**config.mk**
```make
export PLATFORM = sky130hd
export DESIGN_NAME = regfile_writeback
export DESIGN_NICKNAME = d
export VERILOG_FILES = /design/src/rtl/regfile_wb_pkg.sv /design/src/rtl/wb_slot.sv /design/src/rtl/regfile_writeback.sv
export SDC_FILE = /design/constraint.sdc
export NUM_CORES = 1
export LEC_CHECK = 0
export ABC_AREA = 1
export ABC_CLOCK_PERIOD_IN_PS = 1750
export CAP_MARGIN = 40
export CORE_MARGIN = 2
export CORE_UTILIZATION = 45
export CTS_BUF_LIST = sky130_fd_sc_hd__clkbuf_2 sky130_fd_sc_hd__clkbuf_4 sky130_fd_sc_hd__clkbuf_8
export CTS_CLUSTER_SIZE = 25
export DETAILED_ROUTE_END_ITERATION = 8
export PLACE_DENSITY = 0.82
export SYNTH_ARGS = -nofsm -noshare
export SYNTH_HDL_FRONTEND = slang
export SYNTH_SLANG_ARGS = --single-unit
export TNS_END_PERCENT = 30
```
**constraint.sdc**
```tcl
create_clock -name clk -period 1.75 [get_ports clk]
set_input_delay 0.2625 -clock clk [delete_from_list [all_inputs] [get_ports clk]]
set_output_delay 0.2625 -clock clk [all_outputs]
set_load 0.05 [all_outputs]
```
**src/rtl/regfile_wb_pkg.sv**
```systemverilog
// regfile_wb_pkg: shared types and constants for the register-bank
// write-back front end (regfile_writeback and its wb_slot holding registers).
//   src_e   - identifies which producer slot owns the write port
//   slot_t  - {full, addr, data} view of one holding slot at default widths
//   RST_*   - values the control state takes on reset
package regfile_wb_pkg;

  localparam int AWIDTH_DEF = 3;
  localparam int DWIDTH_DEF = 8;

  typedef enum logic {
    SRC_A = 1'b0,
    SRC_B = 1'b1
  } src_e;

  typedef struct packed {
    logic                  full;
    logic [AWIDTH_DEF-1:0] addr;
    logic [DWIDTH_DEF-1:0] data;
  } slot_t;

  localparam logic RST_A_OLDER = 1'b1;
  localparam logic RST_WEN     = 1'b0;

endpackage

```
**src/rtl/wb_slot.sv**
```systemverilog
// wb_slot: one-entry holding register for a single write-back producer.
// Accepts a result on i_valid && o_ready; results addressed to register 0
// complete the handshake but are not stored. A granted slot drains at the
// next edge and may be refilled on that same edge.
//   i_clk, i_rst        clock, synchronous active-high reset
//   i_valid/o_ready     producer handshake
//   i_addr/i_data       offered result
//   i_grant             this slot owns the write port this cycle
//   o_fill              a storing transfer happens at the coming edge
//   o_full/o_addr/o_data current slot contents
module wb_slot #(
  parameter int AWIDTH = 3,
  parameter int DWIDTH = 8
) (
  input  logic              i_clk,
  input  logic              i_rst,
  input  logic              i_valid,
  output logic              o_ready,
  input  logic [AWIDTH-1:0] i_addr,
  input  logic [DWIDTH-1:0] i_data,
  input  logic              i_grant,
  output logic              o_fill,
  output logic              o_full,
  output logic [AWIDTH-1:0] o_addr,
  output logic [DWIDTH-1:0] o_data
);

  logic              r_full;
  logic [AWIDTH-1:0] r_addr;
  logic [DWIDTH-1:0] r_data;

  // A slot being drained this cycle is free again at the edge.
  assign o_ready = !i_rst && (!r_full || i_grant);
  assign o_fill  = i_valid && o_ready && (i_addr != '0);

  always_ff @(posedge i_clk) begin
    if (i_rst) begin
      r_full <= 1'b0;
    end else if (o_fill) begin
      r_full <= 1'b1;
    end else if (i_grant) begin
      r_full <= 1'b0;
    end
  end

  // Payload needs no reset: it is only observed while r_full is set.
  always_ff @(posedge i_clk) begin
    if (o_fill) begin
      r_addr <= i_addr;
      r_data <= i_data;
    end
  end

  assign o_full = r_full;
  assign o_addr = r_addr;
  assign o_data = r_data;

endmodule

```
**src/rtl/regfile_writeback.sv**
```systemverilog
// regfile_writeback: serialises register-write results from producer A (ALU)
// and producer B (load/store) onto the bank's single registered write port.
// Each producer has a one-entry slot; the older full slot wins the port, so
// two writes to the same register land in arrival order. Writes to x0 are
// dropped at the slot.
// Ports: clk, rst (sync, active-high); a_/b_ valid, ready, addr, data;
//   wen/waddr/wdata registered write port; idle; fwd_addr -> fwd_hit/fwd_data.
// Build option: define REGFILE_WB_FWD_EN to enable the forwarding lookup;
//   otherwise fwd_hit/fwd_data are tied to 0 and fwd_addr is ignored.
module regfile_writeback
  import regfile_wb_pkg::*;
#(
  parameter int AWIDTH = 3,
  parameter int DWIDTH = 8
) (
  input  logic              clk,
  input  logic              rst,
  input  logic              a_valid,
  output logic              a_ready,
  input  logic [AWIDTH-1:0] a_addr,
  input  logic [DWIDTH-1:0] a_data,
  input  logic              b_valid,
  output logic              b_ready,
  input  logic [AWIDTH-1:0] b_addr,
  input  logic [DWIDTH-1:0] b_data,
  output logic              wen,
  output logic [AWIDTH-1:0] waddr,
  output logic [DWIDTH-1:0] wdata,
  output logic              idle,
  input  logic [AWIDTH-1:0] fwd_addr,
  output logic              fwd_hit,
  output logic [DWIDTH-1:0] fwd_data
);

  logic              w_a_fill, w_a_full, w_a_grant;
  logic [AWIDTH-1:0] w_a_addr;
  logic [DWIDTH-1:0] w_a_data;
  logic              w_b_fill, w_b_full, w_b_grant;
  logic [AWIDTH-1:0] w_b_addr;
  logic [DWIDTH-1:0] w_b_data;
  src_e              w_src;

  logic              r_a_older;
  logic              r_wen;
  logic [AWIDTH-1:0] r_waddr;
  logic [DWIDTH-1:0] r_wdata;

  wb_slot #(.AWIDTH(AWIDTH), .DWIDTH(DWIDTH)) u_slot_a (
    .i_clk(clk), .i_rst(rst), .i_valid(a_valid), .o_ready(a_ready),
    .i_addr(a_addr), .i_data(a_data), .i_grant(w_a_grant), .o_fill(w_a_fill),
    .o_full(w_a_full), .o_addr(w_a_addr), .o_data(w_a_data)
  );

  wb_slot #(.AWIDTH(AWIDTH), .DWIDTH(DWIDTH)) u_slot_b (
    .i_clk(clk), .i_rst(rst), .i_valid(b_valid), .o_ready(b_ready),
    .i_addr(b_addr), .i_data(b_data), .i_grant(w_b_grant), .o_fill(w_b_fill),
    .o_full(w_b_full), .o_addr(w_b_addr), .o_data(w_b_data)
  );

  // Grants depend only on registered state, so ready never loops back.
  assign w_a_grant = w_a_full && (!w_b_full || r_a_older);
  assign w_b_grant = w_b_full && (!w_a_full || !r_a_older);
  assign w_src     = w_a_grant ? SRC_A : SRC_B;

  // Age tracking: a slot filling while the other keeps an entry is younger.
  // Simultaneous fills favour A.
  always_ff @(posedge clk) begin
    if (rst) begin
      r_a_older <= RST_A_OLDER;
    end else if (w_a_fill && w_b_fill) begin
      r_a_older <= 1'b1;
    end else if (w_a_fill) begin
      r_a_older <= !w_b_full || w_b_grant;
    end else if (w_b_fill) begin
      r_a_older <= w_a_full && !w_a_grant;
    end
  end

  // Output stage: write port registered; address/data hold when idle.
  always_ff @(posedge clk) begin
    if (rst) begin
      r_wen   <= RST_WEN;
      r_waddr <= '0;
      r_wdata <= '0;
    end else begin
      r_wen <= w_a_grant || w_b_grant;
      if (w_a_grant || w_b_grant) begin
        r_waddr <= (w_src == SRC_A) ? w_a_addr : w_b_addr;
        r_wdata <= (w_src == SRC_A) ? w_a_data : w_b_data;
      end
    end
  end

  assign wen   = r_wen;
  assign waddr = r_waddr;
  assign wdata = r_wdata;
  assign idle  = !w_a_full && !w_b_full && !r_wen;

`ifdef REGFILE_WB_FWD_EN
  logic w_hit_a, w_hit_b, w_hit_o;

  assign w_hit_a = w_a_full && (w_a_addr == fwd_addr);
  assign w_hit_b = w_b_full && (w_b_addr == fwd_addr);
  assign w_hit_o = r_wen && (r_waddr == fwd_addr);

  // Later assignments win: output stage, then older slot, then younger slot.
  always_comb begin
    fwd_hit  = 1'b0;
    fwd_data = '0;
    if (fwd_addr != '0) begin
      if (w_hit_o) begin
        fwd_hit  = 1'b1;
        fwd_data = r_wdata;
      end
      if (r_a_older) begin
        if (w_hit_a) begin fwd_hit = 1'b1; fwd_data = w_a_data; end
        if (w_hit_b) begin fwd_hit = 1'b1; fwd_data = w_b_data; end
      end else begin
        if (w_hit_b) begin fwd_hit = 1'b1; fwd_data = w_b_data; end
        if (w_hit_a) begin fwd_hit = 1'b1; fwd_data = w_a_data; end
      end
    end
  end
`else
  logic w_unused_fwd;
  assign w_unused_fwd = ^fwd_addr;
  assign fwd_hit      = 1'b0;
  assign fwd_data     = '0;
`endif

endmodule

```
==> run_results.csv, run 1 <==
group,metric,value,unit
pwr,power,1.77,mW
final_layout,area_delta_synth_final,35.4,%
drt,wl_per_cell,12.4,um
drt,vias,1111,
timing,fin_setup_tns,0,ns
logic_synthesis,synth_area_per_cell,10.7,um2
logic_synthesis,ys_top_cells_by_count,"nand2_1, edfxtp_1, dfxtp_1, inv_1",
clocking,htreeDepth,2,
clocking,cts_buffer_depth,2,
global_routing,grt_pass1_vias,1061,
global_routing,grt_pass1_wl,4620,um
floorplanning,die_y,61.0,um
worst_setup_path,crit_path_end_kind,"output pin",
timing,setup-violations-final,0,
timing,max_freq,619,MHz
logic_synthesis,synth_seq_cells,37,
logic_synthesis,async_flop_share,0,%
placement,place_congestion,0.822,
global_routing,antenna_found_initial,0,
timing,hold_ws,0.466,ns
timing,rsz0062_at_grt,"false",
worst_hold_path,holdCritPathClass,"in -> reg",
placement,placed_area,1930,um2
logic_synthesis,synth_top_area_cell,"edfxtp_1",
clocking,cts_tree,"yes",
placement,place_inst,224,
worst_setup_path,worstPathRequired,1.49,ns
timing,slew_violations,0,
timing,post-route-period-util,92.3,%
logic_synthesis,synth_edf_count,22,
logic_synthesis,synthCells,137,
worst_hold_path,hold-path-cell-count,1,
clocking,cts_root_buf,"clkbuf_4",
logic_synthesis,synth_area,1460,um2
floorplanning,die_w,61.0,um
placement,dp.final_hpwl,2270,um
final_layout,nNetsFinal,216,
pwr,powerDensity,896,nW/um2
clocking,clock_latency,0.34,ns
global_routing,grt_max_degree,13,
floorplanning,io-pin-count,53,
worst_setup_path,startpoint_type,"flip-flop",
timing,setup_ws,0.135,ns
logic_synthesis,yosysTopAreaCellShare,45.2,%
flow_run,cap_viol_max_count,0,
final_layout,utilization,64.2,%
clocking,clk_pin_slew,0.10,ns
logic_synthesis,yosys_warnings,0,
floorplanning,fp.dieArea,3720,um2
final_layout,drive_above_1_share,17.6,%
global_routing,gr-total-overflow,0,
timing,finClkSkew,0.00532,ns
drt,dr.pass1.iters,4,
logic_synthesis,seq_area_frac_synth,65.8,%
drt,drt-vias-per-instance,4.79,
final_layout,final_cells,232,
logic_synthesis,synth_cell_types,21,
pwr,max-vdd-ir-drop,504,uV
clocking,cts_buffers,5,
final_layout,antenna_cells,0,
worst_setup_path,crit_type,"reg -> out",
drt,ant_nets,0,
clocking,clock-sinks,37,
status,outcome,"finished clean",
drt,routed_wl,2870,um
worst_setup_path,r2r_cells,7,
logic_synthesis,ys_top_cells_by_area,"edfxtp_1, dfxtp_1, nand2_1, buf_4, inv_1",
final_layout,finalInstanceArea,1980,um2
floorplanning,initial_core_util,47.4,%
floorplanning,fp-row-count,20,
placement,port_buffers,40,
placement,dp_slack,0.0284,ns
pwr,p_leak,0.862,nW
floorplanning,core,3080,um2
worst_setup_path,crit_arrival,1.35,ns
drt,drc_errors,0,
logic_synthesis,ys.flop_type,"edfxtp_1",
drt,drt_iter0_markers,37,
worst_setup_path,worstPathMaxFanout,12,
logic_synthesis,synth.most_common_cell,"nand2_1",
timing,hold_viol,0,
final_layout,n_fill_cell,241,
timing,finalWorstPathRequiredPeriod,1.61,ns
global_routing,grt_usage,18.4,%
clocking,ctsHoldBuffers,0,
layout make-up:
cell class	count	area, um2	share of cell area [%]
clock inverters	3	12.5	0.633
inverters	20	75.1	3.80
repair buffers	46	464	23.5
flip-flops and latches	37	962	48.7
multi-input cells	77	370	18.7
well taps	44	55.1	2.78
clock buffers	5	37.5	1.90
sequential cells by signal (all words and copies together), names as in the netlist:
name and count:
wdata 8, u_slot_a.o_full 1, u_slot_b.o_addr 3, r_a_older 1, wen 1, u_slot_a.o_data 8, u_slot_b.o_full 1, waddr 3
u_slot_b.o_data 8, u_slot_a.o_addr 3
critical path, cell delays in order (launching register included):
cell and delay, ns:
dfxtp_2 0.41, nor2_2 0.16, inv_2 0.09, nor2_1 0.19, buf_12 0.17
power breakdown:
| part | switching, mW | internal (mW) |
|---|---|---|
| clock network | 0.268 | 0.145 |
| registers | 0.0278 | 0.972 |
| logic | 0.223 | 0.134 |
| total | 0.519 | 1.25 |
cells in the final DEF (no fill, tap or decap):
master	netlist	layout
o22ai_1	6	6
o21ai_1	2	2
nor2_2	1	1
nand2_1	28	28
inv_1	15	15
edfxtp_1	22	22
inv_2	5	5
clkinv_1	0	2
a31oi_1	4	4
buf_12	0	4
clkinv_2	0	1
nand3_1	5	5
buf_4	9	12
dfxtp_1	15	14
a21oi_2	1	1
nor2_1	4	4
nand2_2	1	1
o21ai_2	1	1
a21oi_1	9	9
clkbuf_4	0	5
clkdlybuf4s50_1	0	25
o21ai_0	5	5
dfxtp_2	0	1
dlygate4sd2_1	0	5
a21boi_4	1	1
conb_1	1	9
routing by layer:
metal  up-vias  part of all wire, %  global-route usage (%)
met2        60                   51                    29.2
li1        543                    -                       -
met1       500                   38                    20.8
met4         0                  2.4                    10.6
met5         -                    0                       0
met3         8                  8.2                    7.89
final timing paths:
kind / startpoint / end / slack (ns)
max: u_slot_a.o_full / idle / 0.14
max reg2reg: r_a_older / u_slot_a.o_data[5] / 0.24
min: a_data[7] / u_slot_a.o_data[7] / 0.47
min reg2reg: wdata[7] / wdata[7] / 0.47
timing repair:
action                                  4_1_cts  5_1_grt
setup buffers                                 0        0
gates resized for setup                       5        1
endpoints found under the setup margin        5        3
logic make-up after synthesis:
| group | synth area share, % |
|---|---|
| AOI/OAI and AO/OA | 12.3 |
| other | 0.257 |
| buffers and inverters | 10.9 |
| DFF | 65.8 |
| and+or+nand+nor | 10.8 |
Power figures use the tool's default switching activity.
==> run 2: changes to the inputs <==
- CORE_UTILIZATION: 45 -> 30
- PLACE_DENSITY: 0.82 -> 0.59
==> run 2 against run 1 <==
First-iteration DRC count decreased by 35%. Flip-flop and latch count stayed put. Fmax down 4.2%. Largest cell class unchanged. Combinational power up 3%. Clock power rose by 83%. Worst hold slack worse by 0.0024 ns. Critical endpoint is now wdata[6]. Via count is 6.4% lower. Cell count rose by 11%. Design area is 6.5% higher. Clock-buffer cell count up 2.
==> run_results.csv, run 2 (same netlist as run 1, synthesis figures left out) <==
group,metric,value,unit
clocking,clk_pin_slew,0.07,ns
floorplanning,core,4720,um2
worst_setup_path,path_buf_inv,1,
timing,slew_violations,0,
floorplanning,io-pin-count,53,
worst_setup_path,worstReg2RegStart,"r_a_older",
drt,wl_per_cell,10.6,um
floorplanning,die_y,73.8,um
pwr,p_int,1.60,mW
drt,top_layer,"met4",
timing,post-route-period-util,96.3,%
global_routing,grt_pass1_vias,1023,
worst_setup_path,critical_path.max_stage_delay,0.80,ns
drt,wl_met1,1170,um
drt,routed_wl,2730,um
worst_setup_path,worstPathRequired,1.49,ns
clocking,post_cts_buffers,0,
clocking,clock-sinks,37,
global_routing,grt_max_degree,12,
final_layout,utilization,44.6,%
pwr,seqPwrFrac,47.0,%
timing,finalWorstPathRequiredPeriod,1.69,ns
placement,place_congestion,0.774,
clocking,clock_latency,0.28,ns
global_routing,antenna_found_initial,0,
floorplanning,fp.dieArea,5440,um2
status,outcome,"finished clean",
timing,rsz0062_at_grt,"false",
floorplanning,die_w,73.8,um
placement,port_buffers,40,
final_layout,drive_above_1_share,19.4,%
clocking,cts_buffer_depth,2,
drt,drt-vias-per-instance,4.03,
worst_setup_path,worstPathMaxFanout,2,
final_layout,antenna_cells,0,
floorplanning,fp-row-count,25,
pwr,comb_power_share,17.4,%
drt,dr.pass1.iters,5,
clocking,cts_tree,"yes",
global_routing,grt_usage,11.4,%
drt,drt_iter0_markers,24,
pwr,max-vdd-ir-drop,486,uV
worst_setup_path,crit_arrival,1.42,ns
timing,fin_setup_tns,0,ns
timing,setup-violations-final,0,
drt,ant_nets,0,
floorplanning,initial_core_util,30.9,%
pwr,p_leak,0.904,nW
drt,drc_errors,0,
drt,met2WireLength,1390,um
timing,max_freq,593,MHz
final_layout,nNetsFinal,219,
timing,hold_viol,0,
clocking,htreeDepth,2,
worst_setup_path,slowest_stage,"clkdlybuf4s50_1",
worst_hold_path,holdCritPathClass,"reg -> reg",
worst_setup_path,crit_type,"reg -> out",
pwr,switching_share,24.8,%
pwr,powerDensity,1010,nW/um2
final_layout,mostFrequentLayoutCells,"clkdlybuf4s50_1, nand2_1, edfxtp_1",
global_routing,gr-total-overflow,0,
drt,met3_length,146,um
worst_setup_path,crit_path_end_kind,"output pin",
worst_setup_path,path_cells,"clkdlybuf4s50_1",
final_layout,area_delta_synth_final,44.2,%
clocking,cts_buffers,5,
worst_hold_path,min_from,"waddr[1]",
worst_setup_path,startpoint_type,"flip-flop",
final_layout,final_common_cell,"clkdlybuf4s50_1",
placement,dp.final_hpwl,2180,um
drt,vias,1040,
worst_setup_path,crit_start,"wdata[6]",
clocking,cts_root_buf,"clkbuf_8",
worst_setup_path,path_delay_family,"buffers and inverters",
global_routing,grt_pass1_wl,4550,um
flow_run,cap_viol_max_count,0,
timing,finClkSkew,0.00366,ns
pwr,p_sw,525,uW
pwr,p_clk_share,35.6,%
## run 2: changes by cell type in the layout (fill, tap and decap cells not counted)
| cell | delta |
|---|---|
| clkinv_1 | -2 |
| clkdlybuf4s50_1 | +4 |
| dfxtp_1 | +1 |
| bufinv_16 | +1 |
| clkbuf_4 | -4 |
| dfxtp_2 | -1 |
| dlymetal6s2s_1 | +1 |
| clkbuf_8 | +6 |
| dlygate4sd2_1 | -5 |
| buf_4 | +3 |
| clkinv_2 | -1 |
## run 2: path summary, 6_finish.rpt
path,endpoint,slack (ns),cells after the start
setup / recovery,wdata[6],0.06,1
hold / removal,waddr[1],0.46,2
hold reg to reg,waddr[1],0.46,2
setup reg to reg,u_slot_a.o_data[1],0.35,7
## run 2: layout make-up
cell class	instances	area, um2
inverters	20	75.1
multi-input cells	77	370
repair buffers	49	495
flip-flops and latches	37	961
clock buffers	7	90.1
clock inverters	1	30.0
fillers	453	2620
well taps	67	83.8
## run 2: timing repair
action | 4_1_cts | 5_1_grt
resized for setup | 0 | 1
hold buffers | 0 | 0
setup endpoints to repair | 0 | 1
## run 2: power groups by stage
stage          clock network [mW]  registers, mW  logic [mW]
2_1_floorplan                   0           1.08       0.163
6_report                    0.756          0.998       0.369
3_5_place_dp                    0           1.02       0.373
3_3_place_gp                    0           1.02       0.370
5_1_grt                     0.809           1.00       0.397
4_1_cts                     0.773          0.999       0.374
## run 2: stage by stage
step	instance area (um2)	power, mW	std cells	hold WS [ns]	worst slack (ns)
finish	2110	2.12	258	0.464	0.0642
global route	2110	2.21	258	0.501	0.0239
CTS	2100	2.15	258	0.470	0.0388
detailed placement	1980	1.39	250	0.459	0.0272
global placement	1980	1.39	250	0.454	0.0443
floorplan	1490	1.24	145	0.361	0.112
## run 2: layer usage
| metal | track usage [%] | vias up |
|---|---|---|
| met3 | 3.29 | 2 |
| met4 | 4.85 | 0 |
| met2 | 20.1 | 31 |
| met5 | 0 | - |
| li1 | - | 548 |
| met1 | 12.8 | 459 |
==> run 3: changes to the inputs <==
- ABC_CLOCK_PERIOD_IN_PS: 1750 -> 1900
- clock period: 1.75 -> 1.9 ns (I/O delays scaled with it)
==> run 3 against run 2 <==
Design area is 0.36% lower. Die area did not move. Cell count fell by 1.2%. Power fell by 8.0%. First-iteration DRC count did not move. Critical path type unchanged. Largest cell class unchanged. Largest power group unchanged. Highest routed layer unchanged.
==> run_results.csv, run 3 (same netlist as run 1, synthesis figures left out) <==
group,metric,value,unit
worst_setup_path,path_cells,"clkdlybuf4s50_1",
worst_setup_path,critical_path.max_stage_delay,0.81,ns
timing,finalWorstPathRequiredPeriod,1.73,ns
final_layout,regArea,961,um2
worst_setup_path,worstPathMaxFanout,2,
floorplanning,die_y,73.8,um
final_layout,mostFrequentLayoutCells,"clkdlybuf4s50_1, nand2_1, edfxtp_1",
placement,dp_slack,0.175,ns
drt,met3_length,140,um
placement,port_buffers,40,
clocking,clock-sinks,37,
clocking,cts_buffer_depth,2,
floorplanning,fp.dieArea,5440,um2
drt,dr.pass1.iters,4,
worst_setup_path,startpoint_type,"flip-flop",
timing,fin_setup_tns,0,ns
pwr,max-vdd-ir-drop,509,uV
clocking,cts_resized,0,
timing,slew_violations,0,
global_routing,grt_pass1_wl,4530,um
floorplanning,fp-row-count,25,
global_routing,gr-total-overflow,0,
placement,dp.final_hpwl,2160,um
final_layout,multiInputGateArea,370,um2
final_layout,antenna_cells,0,
timing,hold_viol,0,
pwr,p_clk_share,35.5,%
pwr,seqPwrFrac,47.1,%
global_routing,grt_pass1_vias,965,
clocking,cts_buffers,5,
pwr,powerDensity,931,nW/um2
worst_setup_path,worstPathRequired,1.62,ns
clocking,cts_tree,"yes",
final_layout,n_fill_cell,463,
clocking,ctsHoldBuffers,0,
clocking,clk_pin_slew,0.07,ns
timing,setup-violations-final,0,
worst_hold_path,holdCritPathClass,"reg -> reg",
drt,met2WireLength,1390,um
timing,post-route-period-util,91.0,%
drt,ant_nets,0,
clocking,post_cts_buffers,0,
drt,wl_per_cell,10.9,um
floorplanning,io-pin-count,53,
clocking,clock_latency,0.29,ns
global_routing,antenna_found_initial,0,
global_routing,grt_max_degree,13,
pwr,p_leak,0.857,nW
floorplanning,core,4720,um2
drt,drt-vias-per-instance,4.04,
pwr,switching_share,25.5,%
timing,max_freq,578,MHz
worst_setup_path,crit_type,"reg -> out",
drt,wl_met1,1180,um
drt,drt_iter0_markers,24,
floorplanning,die_w,73.8,um
drt,top_layer,"met4",
final_layout,final_common_cell,"clkdlybuf4s50_1",
worst_setup_path,r2r_slack,0.36,ns
drt,vias,1030,
clocking,cts_root_buf,"clkbuf_8",
clocking,htreeDepth,2,
floorplanning,initial_core_util,30.9,%
timing,setup_ws,0.171,ns
worst_setup_path,crit_arrival,1.44,ns
final_layout,area_delta_synth_final,43.7,%
final_layout,drive_above_1_share,14.4,%
placement,place_congestion,0.747,
timing,rsz0062_at_grt,"false",
worst_setup_path,path_delay_family,"buffers and inverters",
drt,routed_wl,2780,um
pwr,p_sw,498,uW
worst_setup_path,path_buf_inv,1,
timing,slew_headroom,66.5,%
worst_setup_path,crit_path_end_kind,"output pin",
pwr,p_int,1.46,mW
final_layout,nNetsFinal,216,
status,outcome,"finished clean",
global_routing,grt_usage,11.6,%
pwr,comb_power_share,17.3,%
flow_run,cap_viol_max_count,0,
worst_setup_path,slowest_stage,"clkdlybuf4s50_1",
timing,finClkSkew,0.00669,ns
drt,drc_errors,0,
timing,tightest_slew,0.501,ns
==> run 3: changes by cell type in the layout (fill, tap and decap cells not counted), sizes merged <==
cell,before,now
buf,19,9
clkinvlp,0,1
clkbuf,7,6
dlymetal6s2s,1,0
clkdlybuf4s50,29,37
==> run 3: final cells by class <==
cell class | count | share of cell area, %
Clock buffer | 6 | 3.94
Clock inverter | 2 | 1.79
Inverter | 20 | 3.58
Multi-Input combinational cell | 77 | 17.7
Sequential cell | 37 | 45.8
Tap cell | 67 | 4.00
Timing Repair Buffer | 46 | 23.3
==> run 3: worst register-to-register path: stages (launching register included) <==
cell and delay (ns):
dfxtp_1 0.61, nand3_1 0.19, nand2_1 0.11, inv_2 0.05, nand2_1 0.10, inv_1 0.06
buf_4 0.17
==> run 3: worst paths after layout <==
path,startpoint,endpoint,cells past startpoint
setup / recovery,wdata[0],wdata[0],1
hold / removal,wdata[4],wdata[4],2
setup reg to reg,u_slot_a.o_full,u_slot_a.o_addr[0],6
hold reg to reg,wdata[4],wdata[4],2
==> run 3: layer usage <==
layer | track usage [%] | vias up
met5 | 0 | -
met4 | 6.06 | 0
met3 | 3.98 | 6
met2 | 17.7 | 30
met1 | 14.6 | 452
li1 | - | 542
==> run 3: power by group through the flow <==
stage / Combinational (mW) / Clock (mW) / Sequential [mW]
after CTS: 0.342 / 0.711 / 0.922
after global routing: 0.362 / 0.747 / 0.927
after detailed placement: 0.342 / 0 / 0.940
after floorplan: 0.150 / 0 / 0.996
final: 0.338 / 0.695 / 0.921
after global placement: 0.339 / 0 / 0.939
==> run 3: through the flow <==
stage	hold slack, ns	power (mW)	instance area [um2]	cells	utilization (%)
finish	0.466	1.95	2100	255	44.4
floorplan	0.384	1.15	1490	145	-
CTS	0.472	1.97	2100	255	44.4
detailed placement	0.461	1.28	1980	247	41.9
global route	0.499	2.04	2100	255	44.4
global placement	0.459	1.28	1980	247	41.9
